**src/rtl/ps2_pkg.sv**
```systemverilog
// Shared types and constants for the PS/2 host transmitter and receiver paths.
package ps2_pkg;

    typedef enum logic [2:0] {
        IDLE      = 3'd0,
        INHIBIT   = 3'd1,
        START     = 3'd2,
        SHIFT     = 3'd3,
        ACK       = 3'd4,
        WAIT_IDLE = 3'd5
    } ps2_state_e;

    localparam logic [1:0] ERR_TIMEOUT = 2'b01;
    localparam logic [1:0] ERR_NACK    = 2'b10;
    localparam int         FRAME_BITS  = 10;
    localparam int         MAX_RETRY   = 2;

    // Frame shifted out LSB first after the start bit: data, odd parity, stop.
    function automatic logic [FRAME_BITS-1:0] build_frame(input logic [7:0] data);
        return {1'b1, ~^data, data};
    endfunction

endpackage

```
**src/rtl/ps2_sync_edge.sv**
```systemverilog
// Two-flop synchronizer for a raw PS/2 pin with a falling-edge pulse.
module ps2_sync_edge #(
    parameter logic RST_VAL = 1'b1
) (
    input  logic clk,
    input  logic rst,
    input  logic pin_in,
    output logic level,
    output logic fall
);

    logic r_meta;
    logic r_sync;
    logic r_prev;

    // Resets to the idle bus level so leaving reset never fakes an edge.
    always_ff @(posedge clk) begin
        if (rst) begin
            r_meta <= RST_VAL;
            r_sync <= RST_VAL;
            r_prev <= RST_VAL;
        end else begin
            r_meta <= pin_in;
            r_sync <= r_meta;
            r_prev <= r_sync;
        end
    end

    assign level = r_sync;
    assign fall  = r_prev & ~r_sync;

endmodule

```
**src/rtl/ps2_host_tx.sv**
```systemverilog
// PS/2 host-to-device command transmitter driving open-drain output enables.
// Optional macro PS2_TX_RETRY_EN: silently retry a failed transfer up to MAX_RETRY times.
module ps2_host_tx
    import ps2_pkg::*;
#(
    parameter int INHIBIT_CYCLES    = 5000,
    parameter int START_HOLD_CYCLES = 10,
    parameter int TIMEOUT_CYCLES    = 1000000
) (
    input  logic       clk,
    input  logic       rst,
    input  logic [7:0] tx_data,
    input  logic       tx_valid,
    output logic       tx_ready,
    input  logic       ps2_clk_in,
    input  logic       ps2_data_in,
    output logic       ps2_clk_oe,
    output logic       ps2_data_oe,
    output logic       busy,
    output logic       done,
    output logic       error,
    output logic [1:0] err_code
);

    ps2_state_e                r_state;
    logic [FRAME_BITS-1:0]     r_frame;
    logic [3:0]                r_bit_cnt;
    logic [31:0]               r_cnt;
    logic [31:0]               r_to_cnt;
    logic                      r_tx_ready;
    logic                      r_busy;
    logic                      r_clk_oe;
    logic                      r_data_oe;
    logic                      r_done;
    logic                      r_error;
    logic [1:0]                r_err_code;
`ifdef PS2_TX_RETRY_EN
    logic [1:0]                r_retry;
`endif

    logic w_clk_lvl;
    logic w_clk_fall;
    logic w_data_lvl;
    logic w_data_fall_unused;
    logic w_to_active;
    logic w_timeout;
    logic w_nack;

    ps2_sync_edge #(.RST_VAL(1'b1)) u_clk_sync (
        .clk    (clk),
        .rst    (rst),
        .pin_in (ps2_clk_in),
        .level  (w_clk_lvl),
        .fall   (w_clk_fall)
    );

    ps2_sync_edge #(.RST_VAL(1'b1)) u_data_sync (
        .clk    (clk),
        .rst    (rst),
        .pin_in (ps2_data_in),
        .level  (w_data_lvl),
        .fall   (w_data_fall_unused)
    );

    // A device edge always wins over a timeout expiring in the same cycle.
    assign w_to_active = (r_state == SHIFT) || (r_state == ACK) || (r_state == WAIT_IDLE);
    assign w_timeout   = w_to_active && !w_clk_fall && (r_to_cnt == 32'(TIMEOUT_CYCLES - 1));
    assign w_nack      = (r_state == ACK) && w_clk_fall && w_data_lvl;

    // Transfer sequencer; every output is registered here.
    always_ff @(posedge clk) begin
        if (rst) begin
            r_state    <= IDLE;
            r_frame    <= '0;
            r_bit_cnt  <= 4'd0;
            r_cnt      <= 32'd0;
            r_to_cnt   <= 32'd0;
            r_tx_ready <= 1'b1;
            r_busy     <= 1'b0;
            r_clk_oe   <= 1'b0;
            r_data_oe  <= 1'b0;
            r_done     <= 1'b0;
            r_error    <= 1'b0;
            r_err_code <= 2'b00;
`ifdef PS2_TX_RETRY_EN
            r_retry    <= 2'd0;
`endif
        end else begin
            r_done  <= 1'b0;
            r_error <= 1'b0;
            if (w_timeout || w_nack) begin
`ifdef PS2_TX_RETRY_EN
                if (r_retry < 2'(MAX_RETRY)) begin
                    r_retry   <= r_retry + 2'd1;
                    r_state   <= INHIBIT;
                    r_cnt     <= 32'd0;
                    r_clk_oe  <= 1'b1;
                    r_data_oe <= 1'b0;
                end else begin
                    r_state    <= IDLE;
                    r_tx_ready <= 1'b1;
                    r_busy     <= 1'b0;
                    r_clk_oe   <= 1'b0;
                    r_data_oe  <= 1'b0;
                    r_error    <= 1'b1;
                    r_err_code <= w_nack ? ERR_NACK : ERR_TIMEOUT;
                end
`else
                r_state    <= IDLE;
                r_tx_ready <= 1'b1;
                r_busy     <= 1'b0;
                r_clk_oe   <= 1'b0;
                r_data_oe  <= 1'b0;
                r_error    <= 1'b1;
                r_err_code <= w_nack ? ERR_NACK : ERR_TIMEOUT;
`endif
            end else begin
                case (r_state)
                    IDLE: begin
                        r_clk_oe  <= 1'b0;
                        r_data_oe <= 1'b0;
                        if (tx_valid && r_tx_ready) begin
                            r_frame    <= build_frame(tx_data);
                            r_cnt      <= 32'd0;
                            r_clk_oe   <= 1'b1;
                            r_tx_ready <= 1'b0;
                            r_busy     <= 1'b1;
                            r_state    <= INHIBIT;
`ifdef PS2_TX_RETRY_EN
                            r_retry    <= 2'd0;
`endif
                        end
                    end
                    INHIBIT: begin
                        if (r_cnt == 32'(INHIBIT_CYCLES - 1)) begin
                            r_cnt     <= 32'd0;
                            r_data_oe <= 1'b1;
                            r_state   <= START;
                        end else begin
                            r_cnt <= r_cnt + 32'd1;
                        end
                    end
                    START: begin
                        if (r_cnt == 32'(START_HOLD_CYCLES - 1)) begin
                            r_cnt     <= 32'd0;
                            r_clk_oe  <= 1'b0;
                            r_bit_cnt <= 4'd0;
                            r_to_cnt  <= 32'd0;
                            r_state   <= SHIFT;
                        end else begin
                            r_cnt <= r_cnt + 32'd1;
                        end
                    end
                    SHIFT: begin
                        if (w_clk_fall) begin
                            r_to_cnt  <= 32'd0;
                            r_data_oe <= ~r_frame[r_bit_cnt];
                            if (r_bit_cnt == 4'(FRAME_BITS - 1)) begin
                                r_bit_cnt <= 4'd0;
                                r_state   <= ACK;
                            end else begin
                                r_bit_cnt <= r_bit_cnt + 4'd1;
                            end
                        end else begin
                            r_to_cnt <= r_to_cnt + 32'd1;
                        end
                    end
                    ACK: begin
                        if (w_clk_fall) begin
                            r_to_cnt <= 32'd0;
                            r_state  <= WAIT_IDLE;
                        end else begin
                            r_to_cnt <= r_to_cnt + 32'd1;
                        end
                    end
                    WAIT_IDLE: begin
                        if (w_clk_lvl && w_data_lvl) begin
                            r_done     <= 1'b1;
                            r_tx_ready <= 1'b1;
                            r_busy     <= 1'b0;
                            r_state    <= IDLE;
                        end else if (w_clk_fall) begin
                            r_to_cnt <= 32'd0;
                        end else begin
                            r_to_cnt <= r_to_cnt + 32'd1;
                        end
                    end
                    default: begin
                        r_state    <= IDLE;
                        r_tx_ready <= 1'b1;
                        r_busy     <= 1'b0;
                        r_clk_oe   <= 1'b0;
                        r_data_oe  <= 1'b0;
                    end
                endcase
            end
        end
    end

    assign tx_ready    = r_tx_ready;
    assign busy        = r_busy;
    assign ps2_clk_oe  = r_clk_oe;
    assign ps2_data_oe = r_data_oe;
    assign done        = r_done;
    assign error       = r_error;
    assign err_code    = r_err_code;

endmodule

```
**config.mk**
```make
export PLATFORM = sky130hd
export DESIGN_NAME = ps2_host_tx
export DESIGN_NICKNAME = d
export VERILOG_FILES = /design/src/rtl/ps2_pkg.sv /design/src/rtl/ps2_sync_edge.sv /design/src/rtl/ps2_host_tx.sv
export SDC_FILE = /design/constraint.sdc
export NUM_CORES = 1
export LEC_CHECK = 0
export CAP_MARGIN = 10
export CORE_AREA = 2 2 98 100
export DETAILED_ROUTE_END_ITERATION = 8
export DIE_AREA = 0 0 100 102
export PLACE_DENSITY = 0.77
export SLEW_MARGIN = 20
export SYNTH_ARGS = -nofsm -noshare
export SYNTH_HDL_FRONTEND = slang
export SYNTH_SLANG_ARGS = --single-unit
```
**constraint.sdc**
```tcl
create_clock -name clk -period 2.35 [get_ports clk]
set_input_delay 0.3525 -clock clk [delete_from_list [all_inputs] [get_ports clk]]
set_output_delay 0.3525 -clock clk [all_outputs]
set_load 0.02 [all_outputs]
```
Yosys cells after proc, flatten, opt, wreduce, memory -nomap -nowiden
Index checks and enable logic that the tools add are counted.

word-level totals
  flip-flop bits (word level) = 94
  bits of input ports = 13
  output and inout bits = 8
  logic and storage cells = 112

cells by class
  add/subtract/negate cells = 3
  $lt $le $gt $ge = 1
  eq/ne operators = 17
  mux-type cells = 37
  bitwise operators = 8
  reduce and logical (&&, ||, !) cells = 29

operators with widths
  operator                                                            number
  32-bit 2-to-1 mux                                                   6
  32-bit one-hot mux with 3 select lines                              2
  32-bit by 1-bit adder with 32-bit output (second input constant)    2
  32-bit by 13-bit == test with 1-bit output (second input constant)  1
  32-bit by 20-bit == test with 1-bit output (second input constant)  1
  32-bit by 4-bit == test with 1-bit output (second input constant)   1
  3-bit 2-to-1 mux                                                    7
  3-bit one-hot mux with 6 select lines                               1
  4-bit 2-to-1 mux                                                    3
  2-bit != test (second input constant)                               6
  1-bit one-hot mux with 3 select lines                               4
  3-bit AND reduction                                                 4
  1-bit 2-to-1 mux                                                    11
  4-bit one-hot mux with 2 select lines                               1
  4-bit AND reduction                                                 2
  4-bit OR reduction                                                  2
  8-bit XNOR reduction                                                1
  1-bit NOT                                                           7
  7-bit AND reduction                                                 1
  3-bit by 2-bit == test with 1-bit output (second input constant)    2
  3-bit == test (second input constant)                               2
  1-bit logical AND                                                   6
  3-bit nonzero test                                                  2
  3-bit OR reduction                                                  2
  14 further kinds                                                    18

Logic depth before layout (Yosys ltp)
  depth after elaboration = 8
  mapped depth = 9
  mapped depth without buffers = 8

Hierarchy
A second synthesis with hierarchy kept.

second synthesis, totals
  cell total of the unflattened synthesis = 577
  area total of the unflattened synthesis = 4,827.1 µm²

by module, submodules not included
  module         times used  cells each  area each (µm²)  sequential area each (µm²)
  ps2_host_tx    1           563         4,657.0          1,781.7
  ps2_sync_edge  2           7           85.1             60.1

Least setup slack after synthesis
OpenSTA, ideal clock, no wires.

  path kind = flip-flop to flip-flop
  start point = register r_to_cnt[0]
  end point = register r_to_cnt[8]
  setup time = 141 ps
  arrival = 2,146 ps
  required time = 2,209 ps
  slack = 64 ps
  stages on the path, launching flop included = 10
  path buffers = 2
  period minus slack after synthesis = 2,286 ps
  cells stage by stage = dfxtp_1 > ha_1 > and4_1 > nand2_1 > or4_4 > buf_6 > and4_4 > buf_6 > a41oi_2 > a311oi_2

between the ends
  word-level cells in the longest chain between the ends = 5
  elaborated cells between the ends (all ways) = 9
  classes of those cells = 1 x add/sub; 1 x eq/ne; 3 x mux; 1 x bitwise; 3 x reduce/logical

RTL lines
  item                                                                              RTL line            text
  start, declared                                                                   ps2_host_tx.sv:29   logic [31:0] r_to_cnt;
  start signal, assigned                                                            ps2_host_tx.sv:165  r_to_cnt <= r_to_cnt + 32'd1;
  start signal, assigned                                                            ps2_host_tx.sv:173  r_to_cnt <= r_to_cnt + 32'd1;
  start signal, assigned                                                            ps2_host_tx.sv:185  r_to_cnt <= r_to_cnt + 32'd1;
  branches (longest 5 deep; another with 32-bit by 1-bit adder with 32-bit output)  n/a

Parallel ways; which one is timed is not known. The select of a mux whose other input is x is not followed.
A chain may end at the register's enable or synchronous reset.

Worst setup path after layout
  start point = register r_to_cnt[0]
  end point = register r_to_cnt[31]

Same word-level chain as after synthesis.

==> flow_metrics.tcl <==
set metrics [dict create \
    synth_ff_type "dfxtp_1" \
    grt_pass1_vias 4244 \
    slew_headroom 0.6195 \
    startpoint_type "flip-flop" \
    first_pass_iters 4 \
    nNetsFinal 626 \
    cts_tree "built" \
    synth-edff-count 0 \
    period_minus_slack_ns 2.263 \
    route.detailed.drc 0 \
    gr-total-overflow 0 \
    synth-seq-cells 94 \
    path_clk_slew_ns 0.10 \
    crit_path_end_kind "flip-flop" \
    yosysTopAreaCell "dfxtp_1" \
    status "complete, no violations" \
    seq_power_share 0.477 \
    max_cap_violations 0 \
    yosysMostFrequentCell "dfxtp_1" \
    async_flop_share 0 \
    hold_violations 0 \
    die_height_um 102 \
    io_pins 21 \
    finalCritPeriodShare 0.9629 \
    core-area_um2 9109 \
    yosys_warnings 0 \
    h-tree-depth 3 \
    ant_nets 0 \
    routed_wl_um 11490 \
    worstSkewPairLatency_ns 0.37 \
    clkSinkCount 94 \
    layout.cells.non_filler 724 \
    holdBufCountCts 0 \
    yosysSeqAreaShare 0.3868 \
    switching_share 0.3314 \
    p_sw_mw 1.180 \
    dp_hpwl_um 7528 \
    start_util 0.5341 \
    antennaDiodeCount 0 \
    dieArea_um2 10200 \
    setup_violations 0 \
    synth_top_area_share 0.3868 \
    numPortBuffers 20 \
    power_per_cell_area_nw_per_um2 627.3 \
    cts_made_buffers 9 \
    cts-root-buf "clkbuf_8" \
    fin_skew_ns 0.02014 \
    clock_path_buffers 2 \
    antenna_found_initial 0 \
    vdd_drop_max_mv 0.5799 \
    synth_area_um2 4865 \
    place_congestion 0.9036 \
    syn_area_per_cell_um2 8.610 \
    rsz0062_at_grt "true" \
    worst-slew-pin-transition_ns 0.5664 \
    arrival_ns 2.56 \
    p_clk_frac 0.290 \
    ys_top_cells_by_count "dfxtp_1, nand2_1, nor2_1" \
    grt_pass1_wl_um 19420 \
    dr_total_vias 4436 \
    grt_max_degree 58 \
    dp.cells 703 \
    intPower_mw 2.381 \
    postSynthCellCount 565 \
    drive_above_1_share 0.1892 \
    ys_top_cells_by_area "dfxtp_1, nand2_1, nor2_1" \
    area_growth_syn_to_layout_pct 16.72 \
    worst-setup-path-type "flip-flop to flip-flop" \
    p_leak_nw 1.888 \
    drtIter0Drc 275 \
    clock.fmax_ghz 0.4419 \
    hold-worst-slack_ns 0.4162 \
    required_ns 2.65 \
    syn-num-nets 583 \
    fin_util 0.6234 \
    slew_viol_final 0 \
    num_rows 35 \
    viasPerCell 6.127 \
    die_w_um 100 \
    wl_per_cell_um 15.87 \
    cp_max_fo 14 \
    p_comb_frac 0.233 \
    grt_usage 0.2323 \
    worstHoldPathType "flip-flop to flip-flop" \
    ys_types 58 \
]
## power by group through the flow
stage | registers (mW) | logic (mW) | clock network, mW
finish | 1.70 | 0.830 | 1.03
global route | 1.71 | 0.915 | 1.12
CTS | 1.70 | 0.783 | 1.05
detailed placement | 1.73 | 0.758 | 0
global placement | 1.73 | 0.738 | 0
floorplan | 1.74 | 0.520 | 0
## critical path, cell delays in order, from the launching register on
cell and delay, ns:
dfxtp_2 0.38, ha_1 0.18, and4_1 0.23, nand2_1 0.08, or4_4 0.55, buf_4 0.20, nand4_1 0.14, buf_6 0.19
a21oi_1 0.06, o21bai_1 0.18
## cell type report
| class | count | area [µm²] |
|---|---|---|
| Fill cell | 742 | 3431 |
| Multi-Input combinational cell | 434 | 2899 |
| Sequential cell | 94 | 1889 |
| Timing Repair Buffer | 59 | 533.0 |
| Tap cell | 111 | 138.9 |
| Clock buffer | 10 | 127.6 |
| Clock inverter | 6 | 52.55 |
| Inverter | 10 | 37.54 |
## path summary, 6_finish.rpt
kind | from | end | slack, ns | cells past startpoint
max | r_to_cnt[0] | r_to_cnt[31] | 0.09 | 9
min | u_clk_sync.r_meta | u_clk_sync.level | 0.42 | 1
min reg2reg | u_clk_sync.r_meta | u_clk_sync.level | 0.42 | 1
max reg2reg | r_to_cnt[0] | r_to_cnt[31] | 0.09 | 9
## metal layers
metal,track usage,vias to the layer above,share of wire
met2,0.3924,133,0.49
li1,-,2170,-
met4,0.08641,0,0.021
met1,0.3043,2111,0.44
met3,0.03352,22,0.052
met5,0,-,0
## metrics by stage
stage	total power [mW]	worst slack, ns	instance area, µm²	setup TNS [ns]
after floorplan	2.259	0.06355	4865	0
after global placement	2.466	0.04064	5348	0
after detailed placement	2.490	-0.06920	5348	-0.4231
after CTS	3.525	-0.009564	5569	-0.009564
after global routing	3.746	-0.02930	5678	-0.08374
final	3.562	0.08725	5678	0
## cells in the final DEF, fill, tap and decap left out, types with 7 or more instances in the layout
cell type        count
nor3_1              10
a311oi_1             7
o21ai_0             13
nand2_1             67
mux2i_1              7
nor2_1              57
inv_1                9
a311oi_2            11
nand3_1             33
nor4_2              10
nand4_1             17
dfxtp_1             88
or2_2                8
clkbuf_8             9
xnor2_1             14
clkdlybuf4s50_1     19
and3_1              13
a31oi_1             10
xor2_1              19
nor4_1               8
buf_4               34
a21oi_1             40
## what timing repair did
action | 4_1_cts | 5_1_grt
endpoints found under the setup margin | 17 | 69
pin swaps | 3 | 2
setup buffers | 2 | 1
resized for setup | 3 | 22
gates cloned | 1 | 1
## cell families (layout without fill, tap and decap cells)
| logic type | Yosys count | after routing | synth area share |
|---|---|---|---|
| simple gates | 266 | 268 | 0.2899 |
| compound gates | 119 | 119 | 0.1870 |
| flops | 94 | 94 | 0.3868 |
| buf+inv | 39 | 85 | 0.04038 |
| xor+xnor | 33 | 33 | 0.05941 |
| mux | 9 | 9 | 0.02366 |
| fa+ha+maj | 5 | 5 | 0.01286 |
## state kept, by name (all words and copies together) (netlist names), 2 cells and up
register   count
r_bit_cnt      4
r_cnt         32
r_frame       10
r_to_cnt      32
err_code       2
r_state        3
(Power assumes the default switching activity.)
